<file path="src/rtl/pipe_pkg.sv">
// Shared pipeline constants: ALU control codes, alu_op encodings, R-type funct values,
// and the ID/EX register layout with its forwarding helper.
package pipe_pkg;

    localparam logic [3:0] ALU_AND  = 4'b0000;
    localparam logic [3:0] ALU_OR   = 4'b0001;
    localparam logic [3:0] ALU_ADD  = 4'b0010;
    localparam logic [3:0] ALU_SUB  = 4'b0110;
    localparam logic [3:0] ALU_SLT  = 4'b0111;
    localparam logic [3:0] ALU_NOR  = 4'b1100;
    localparam logic [3:0] ALU_NONE = 4'b1111;

    localparam logic [1:0] ALUOP_ADD   = 2'b00;
    localparam logic [1:0] ALUOP_SUB   = 2'b01;
    localparam logic [1:0] ALUOP_FUNCT = 2'b10;
    localparam logic [1:0] ALUOP_OR    = 2'b11;

    localparam logic [5:0] FUNCT_ADD = 6'b100000;
    localparam logic [5:0] FUNCT_SUB = 6'b100010;
    localparam logic [5:0] FUNCT_AND = 6'b100100;
    localparam logic [5:0] FUNCT_OR  = 6'b100101;
    localparam logic [5:0] FUNCT_SLT = 6'b101010;
    localparam logic [5:0] FUNCT_NOR = 6'b100111;

    typedef struct packed {
        logic [31:0] read_data1;
        logic [31:0] read_data2;
        logic [31:0] imm_ext;
        logic [4:0]  rs;
        logic [4:0]  rt;
        logic [4:0]  rd;
        logic [5:0]  funct;
        logic [1:0]  alu_op;
        logic        alu_src;
        logic        reg_dst;
        logic        reg_write;
        logic        mem_read;
        logic        mem_write;
        logic        mem_to_reg;
    } idex_t;

    localparam idex_t IDEX_BUBBLE = '0;

    // Youngest producer wins; register 0 is hardwired and never forwarded.
    function automatic logic [31:0] fwd_operand(
        input logic [4:0]  src_reg,
        input logic [31:0] reg_data,
        input logic        exmem_we,
        input logic [4:0]  exmem_rd,
        input logic [31:0] exmem_data,
        input logic        memwb_we,
        input logic [4:0]  memwb_rd,
        input logic [31:0] memwb_data
    );
        logic [31:0] result;
        result = reg_data;
        if (exmem_we && (exmem_rd != 5'd0) && (exmem_rd == src_reg)) begin
            result = exmem_data;
        end else if (memwb_we && (memwb_rd != 5'd0) && (memwb_rd == src_reg)) begin
            result = memwb_data;
        end
        return result;
    endfunction

endpackage

</file>
<file path="src/rtl/alu_control_decode.sv">
// Maps registered alu_op/funct to a 4-bit ALU control code; purely combinational, no latency.
// No flow control: result follows its inputs within the same cycle.
module alu_control_decode
    import pipe_pkg::*;
(
    input  logic [1:0] alu_op,
    input  logic [5:0] funct,
    output logic [3:0] alu_control
);

    always_comb begin
        alu_control = ALU_NONE;
        case (alu_op)
            ALUOP_ADD: alu_control = ALU_ADD;
            ALUOP_SUB: alu_control = ALU_SUB;
            ALUOP_OR:  alu_control = ALU_OR;
            default: begin
                case (funct)
                    FUNCT_ADD: alu_control = ALU_ADD;
                    FUNCT_SUB: alu_control = ALU_SUB;
                    FUNCT_AND: alu_control = ALU_AND;
                    FUNCT_OR:  alu_control = ALU_OR;
                    FUNCT_SLT: alu_control = ALU_SLT;
                    FUNCT_NOR: alu_control = ALU_NOR;
                    default:   alu_control = ALU_NONE;
                endcase
            end
        endcase
    end

endmodule

</file>
<file path="src/rtl/ex_operand_stage.sv">
// ID/EX pipeline register plus EX operand forwarding and ALU control; 1-cycle capture latency.
// Backpressure: stall holds the register, flush loads a bubble and overrides stall.
module ex_operand_stage
    import pipe_pkg::*;
(
    input  logic        clk,
    input  logic        reset,
    input  logic        stall,
    input  logic        flush,
    input  logic [31:0] id_read_data1,
    input  logic [31:0] id_read_data2,
    input  logic [31:0] id_imm_ext,
    input  logic [4:0]  id_rs,
    input  logic [4:0]  id_rt,
    input  logic [4:0]  id_rd,
    input  logic [5:0]  id_funct,
    input  logic [1:0]  id_alu_op,
    input  logic        id_alu_src,
    input  logic        id_reg_dst,
    input  logic        id_reg_write,
    input  logic        id_mem_read,
    input  logic        id_mem_write,
    input  logic        id_mem_to_reg,
    input  logic        exmem_reg_write,
    input  logic [4:0]  exmem_rd,
    input  logic [31:0] exmem_alu_out,
    input  logic        memwb_reg_write,
    input  logic [4:0]  memwb_rd,
    input  logic [31:0] memwb_write_data,
    output logic [3:0]  alu_control,
    output logic [31:0] alu_a,
    output logic [31:0] alu_b,
    output logic [31:0] ex_store_data,
    output logic [4:0]  ex_write_reg,
    output logic        ex_reg_write,
    output logic        ex_mem_read,
    output logic        ex_mem_write,
    output logic        ex_mem_to_reg,
    output logic [4:0]  ex_rs,
    output logic [4:0]  ex_rt
);

    idex_t idex_q;
    idex_t idex_d;
    logic [31:0] forward_a;
    logic [31:0] forward_b;

    always_comb begin
        idex_d = idex_q;
        if (flush) begin
            idex_d = IDEX_BUBBLE;
        end else if (!stall) begin
            idex_d.read_data1 = id_read_data1;
            idex_d.read_data2 = id_read_data2;
            idex_d.imm_ext    = id_imm_ext;
            idex_d.rs         = id_rs;
            idex_d.rt         = id_rt;
            idex_d.rd         = id_rd;
            idex_d.funct      = id_funct;
            idex_d.alu_op     = id_alu_op;
            idex_d.alu_src    = id_alu_src;
            idex_d.reg_dst    = id_reg_dst;
            idex_d.reg_write  = id_reg_write;
            idex_d.mem_read   = id_mem_read;
            idex_d.mem_write  = id_mem_write;
            idex_d.mem_to_reg = id_mem_to_reg;
        end
    end

    always_ff @(posedge clk or posedge reset) begin
        if (reset) begin
            idex_q <= IDEX_BUBBLE;
        end else begin
            idex_q <= idex_d;
        end
    end

    alu_control_decode u_alu_control_decode (
        .alu_op      (idex_q.alu_op),
        .funct       (idex_q.funct),
        .alu_control (alu_control)
    );

    // Forwarding uses the live EX/MEM and MEM/WB buses, not registered copies.
    always_comb begin
        forward_a = fwd_operand(idex_q.rs, idex_q.read_data1,
                                exmem_reg_write, exmem_rd, exmem_alu_out,
                                memwb_reg_write, memwb_rd, memwb_write_data);
        forward_b = fwd_operand(idex_q.rt, idex_q.read_data2,
                                exmem_reg_write, exmem_rd, exmem_alu_out,
                                memwb_reg_write, memwb_rd, memwb_write_data);
    end

    always_comb begin
        alu_a         = forward_a;
        alu_b         = idex_q.alu_src ? idex_q.imm_ext : forward_b;
        ex_store_data = forward_b;
        ex_write_reg  = idex_q.reg_dst ? idex_q.rd : idex_q.rt;
        ex_reg_write  = idex_q.reg_write;
        ex_mem_read   = idex_q.mem_read;
        ex_mem_write  = idex_q.mem_write;
        ex_mem_to_reg = idex_q.mem_to_reg;
        ex_rs         = idex_q.rs;
        ex_rt         = idex_q.rt;
    end

endmodule

</file>
<file path="config.mk">
export PLATFORM = sky130hd
export DESIGN_NAME = ex_operand_stage
export DESIGN_NICKNAME = d
export VERILOG_FILES = /design/src/rtl/pipe_pkg.sv /design/src/rtl/alu_control_decode.sv /design/src/rtl/ex_operand_stage.sv
export SDC_FILE = /design/constraint.sdc
export NUM_CORES = 1
export LEC_CHECK = 0
export BUFFER_PORTS_ARGS = -buffer_cell sky130_fd_sc_hd__buf_2
export CAP_MARGIN = 10
export CORE_AREA = 2 2 127 129
export CTS_CLUSTER_DIAMETER = 50
export DETAILED_ROUTE_END_ITERATION = 8
export DIE_AREA = 0 0 129 131
export GPL_TIMING_DRIVEN = 0
export PLACE_DENSITY_LB_ADDON = 0.15
export SYNTH_ARGS = -nofsm -noshare
export SYNTH_HDL_FRONTEND = slang
export SYNTH_SLANG_ARGS = --single-unit
</file>
<file path="constraint.sdc">
create_clock -name clk -period 6.65 [get_ports clk]
set_input_delay 0.3325 -clock clk [delete_from_list [all_inputs] [get_ports clk]]
set_output_delay 0.3325 -clock clk [all_outputs]
set_load 0.005 [all_outputs]
</file>
==> impl_metrics.json <==
{
  "syn_area_um2": 7465,
  "cts_htree_levels": 4,
  "fin_area_um2": 9981,
  "crit_required_ns": 6.32,
  "fin_cells": 1368,
  "seqCellArea_um2": 3128,
  "period_share_pct": 43.49,
  "grt_first_pass_wirelength_um": 38870,
  "clk_latency_ns": 0.41,
  "min_from": "id_read_data2[24]",
  "io_pins": 324,
  "sw_frac_of_total_pct": 26.93,
  "hold_viol_final": 0,
  "rr_worst_depth": 4,
  "fin_setup_tns_ns": 0,
  "outcome": "finished clean",
  "startpoint_type": "flop",
  "cp.arrival_ns": 2.56,
  "viasPerCell": 5.291,
  "pwr-share-clk_pct": 43.2,
  "timing.slew.headroom_pct": 44.61,
  "clock-root-buffer": "clkbuf_16",
  "syn_avg_cell_area_um2": 9.390,
  "fillCellCount": 1375,
  "syn-num-nets": 1000,
  "synthDistinctLibCells": 30,
  "syn_inst": 795,
  "p_comb_share_pct": 18.4,
  "area.growth.synth_to_final_pct": 33.71,
  "layout-drive-gt1-share_pct": 34.26,
  "tightest_slew_ns": 0.8308,
  "holdCritPathClass": "in -> reg",
  "cts_inserted_buffers": 17,
  "cp_max_fo": 10,
  "die_h_um": 131,
  "multi_input_area_um2": 3784,
  "seq_power_share_pct": 38.4,
  "grt_max_degree": 79,
  "overflow": 0,
  "worstReg2RegEnd": "idex_q[5]",
  "largest_register_ffs": 111,
  "cts.clk_slew.worst_paths_ns": 0.06,
  "dieWidth_um": 129,
  "drc": 0,
  "yosysSeqAreaShare_pct": 41.90,
  "ys.flop_type": "dfrtp_1",
  "top_register": "idex_q",
  "antenna_found_initial": 3,
  "drt-initial-drc-count": 411,
  "dr_total_vias": 7238,
  "initial_core_util_pct": 47.86,
  "coreArea_um2": 15600,
  "max_freq_mhz": 345.8,
  "drt-total-wl_um": 25800,
  "p_leak_nw": 5.165,
  "grt_pass1_vias": 7452,
  "async_flop_share_pct": 100.0,
  "synth_area_leaders": "dfrtp_1, mux2i_1, nor2_1, a221oi_1, nor3_1",
  "clock-sinks": 125,
  "criticalPathCategory": "reg -> out",
  "rrSetupSlack_ns": 4.92,
  "placed_area_um2": 9374,
  "yosys_register_bits": 125,
  "synth_top_area_share_pct": 41.90,
  "rsz0062_at_grt": "false",
  "post-place-ws_ns": 3.848,
  "hpwl_um": 19770,
  "min_delay_worst_endpoint": "idex_q[85]",
  "p_per_area_nw_per_um2": 217.4,
  "synth_warnings": 0,
  "setup_violations": 0,
  "row_count": 46,
  "synth_top_area_cell": "dfrtp_1",
  "clk_path_buf_depth": 2,
  "cap_violations": 0,
  "drt_first_pass_iters": 5,
  "fin_skew_ns": 0,
  "fin_nets": 1342,
  "die-area_um2": 16900,
  "power_switching_mw": 0.5843,
  "holdPathStages": 3,
  "cts_tree": "yes",
  "ant_nets": 0,
  "dp_cells": 1333,
  "report.final.slew_viol_count": 0,
  "cts_setup_buffers": 0,
  "finalWorstPathRequiredPeriod_ns": 2.892,
  "synth_edf_count": 0,
  "fin_ws_ns": 3.758,
  "post_cts_resized": 0,
  "wl_per_cell_um": 18.86,
  "r2r_start": "idex_q[5]",
  "portBuffers": 321,
  "cp-end-kind": "primary output",
  "intPower_mw": 1.586,
  "vdd_ir_drop_max_mv": 0.1428,
  "gp_congestion": 0.8938,
  "track_usage_pct": 30.51
}
power by group through the flow:
stage	logic (mW)	registers [mW]	clock network [mW]
floorplan	0.211	0.837	0
global placement	0.392	0.846	0
detailed placement	0.398	0.846	0
CTS	0.400	0.834	0.944
global route	0.439	0.839	0.984
finish	0.399	0.834	0.937
area by class of cell:
type | instances | share of cell area [%]
plain buffers | 74 | 4.225
repair buffers | 323 | 16.47
well taps | 216 | 2.708
multi-input cells | 561 | 37.91
clock buffers | 20 | 4.475
diodes | 2 | 0.05014
inverters | 35 | 1.366
flip-flops and latches | 125 | 31.34
clock inverters | 12 | 1.454
cell usage after synthesis, types with 16 or more instances:
| cell type | n |
|---|---|
| clkbuf_1 | 33 |
| nand2_1 | 34 |
| mux2i_1 | 189 |
| nor2_1 | 159 |
| buf_2 | 16 |
| a21oi_1 | 33 |
| o21ai_0 | 20 |
| xor2_1 | 16 |
| a221oi_1 | 32 |
| nor3_1 | 37 |
| inv_1 | 35 |
| dfrtp_1 | 125 |
kinds of logic (layout without fill, tap and decap cells):
logic type	count (synthesis)	after routing	synth area share (%)
DFF	125	125	41.90
other	0	2	0
muxes	194	194	26.10
buffers and inverters	109	464	7.409
AOI/OAI and AO/OA	106	106	8.951
xor gates and xnor gates	21	21	2.464
and+or+nand+nor	240	240	13.17
what timing repair did:
action,4_1_cts,5_1_grt
setup endpoints to repair,0,0
hold buffers,1,0
endpoints found under the hold margin,47,0
worst max-delay path by stage:
| stage | from | endpoint |
|---|---|---|
| final | ex_rt[4] | ex_store_data[12] |
| after global routing | ex_rt[4] | ex_store_data[12] |
| after CTS | ex_rt[4] | ex_store_data[12] |
| after detailed placement | exmem_rd[1] | ex_store_data[12] |
| after global placement | reset | idex_q[39] |
| after floorplan | reset | ex_mem_read |
critical path, cell delays in order, from the launching register on:
cell      delay [ns]
dfrtp_1         0.46
xor2_1          0.17
nor3_1          0.30
nand3_2         0.19
buf_2           0.25
clkbuf_1        0.31
a21oi_1         0.30
buf_2           0.16
cell usage in the layout (no fill, tap or decap), types with 2 or more instances in the layout:
cell type and count:
nor3_1 37, clkinv_2 5, buf_12 3, buf_4 10, clkinvlp_4 4, xnor2_1 5, a31oi_1 2, nand2b_1 3
clkbuf_1 35, buf_2 337, inv_1 34, nor2_1 159, buf_6 5, or4_1 2, o21ai_0 20, bufinv_16 3
dfrtp_1 125, mux2i_1 189, buf_1 7, mux2_2 5, o21ai_1 15, a221oi_1 32, o21a_1 2, clkbuf_16 17
diode_2 2, nand2_1 34, xor2_1 16, a21oi_1 33
layer usage:
layer / global-route usage [%] / wire length [um] / share of wire (%) / vias to the layer above
li1: - / - / - / 3425
met1: 35.50 / 10210 / 40 / 3416
met5: 0 / 7 / 0.027 / -
met2: 54.00 / 12960 / 50 / 345
met3: 8.062 / 2061 / 8.0 / 50
met4: 11.89 / 556 / 2.2 / 2
per-stage QoR:
stage	hold WS [ns]	util, %	total power, mW
2_1_floorplan	0.4803	-	1.048
3_3_place_gp	0.4961	59.89	1.237
3_5_place_dp	0.3974	60.10	1.244
4_1_cts	0.1390	63.96	2.179
5_1_grt	0.1495	63.97	2.263
6_report	0.1533	63.99	2.170
Power figures use the tool's default switching activity.
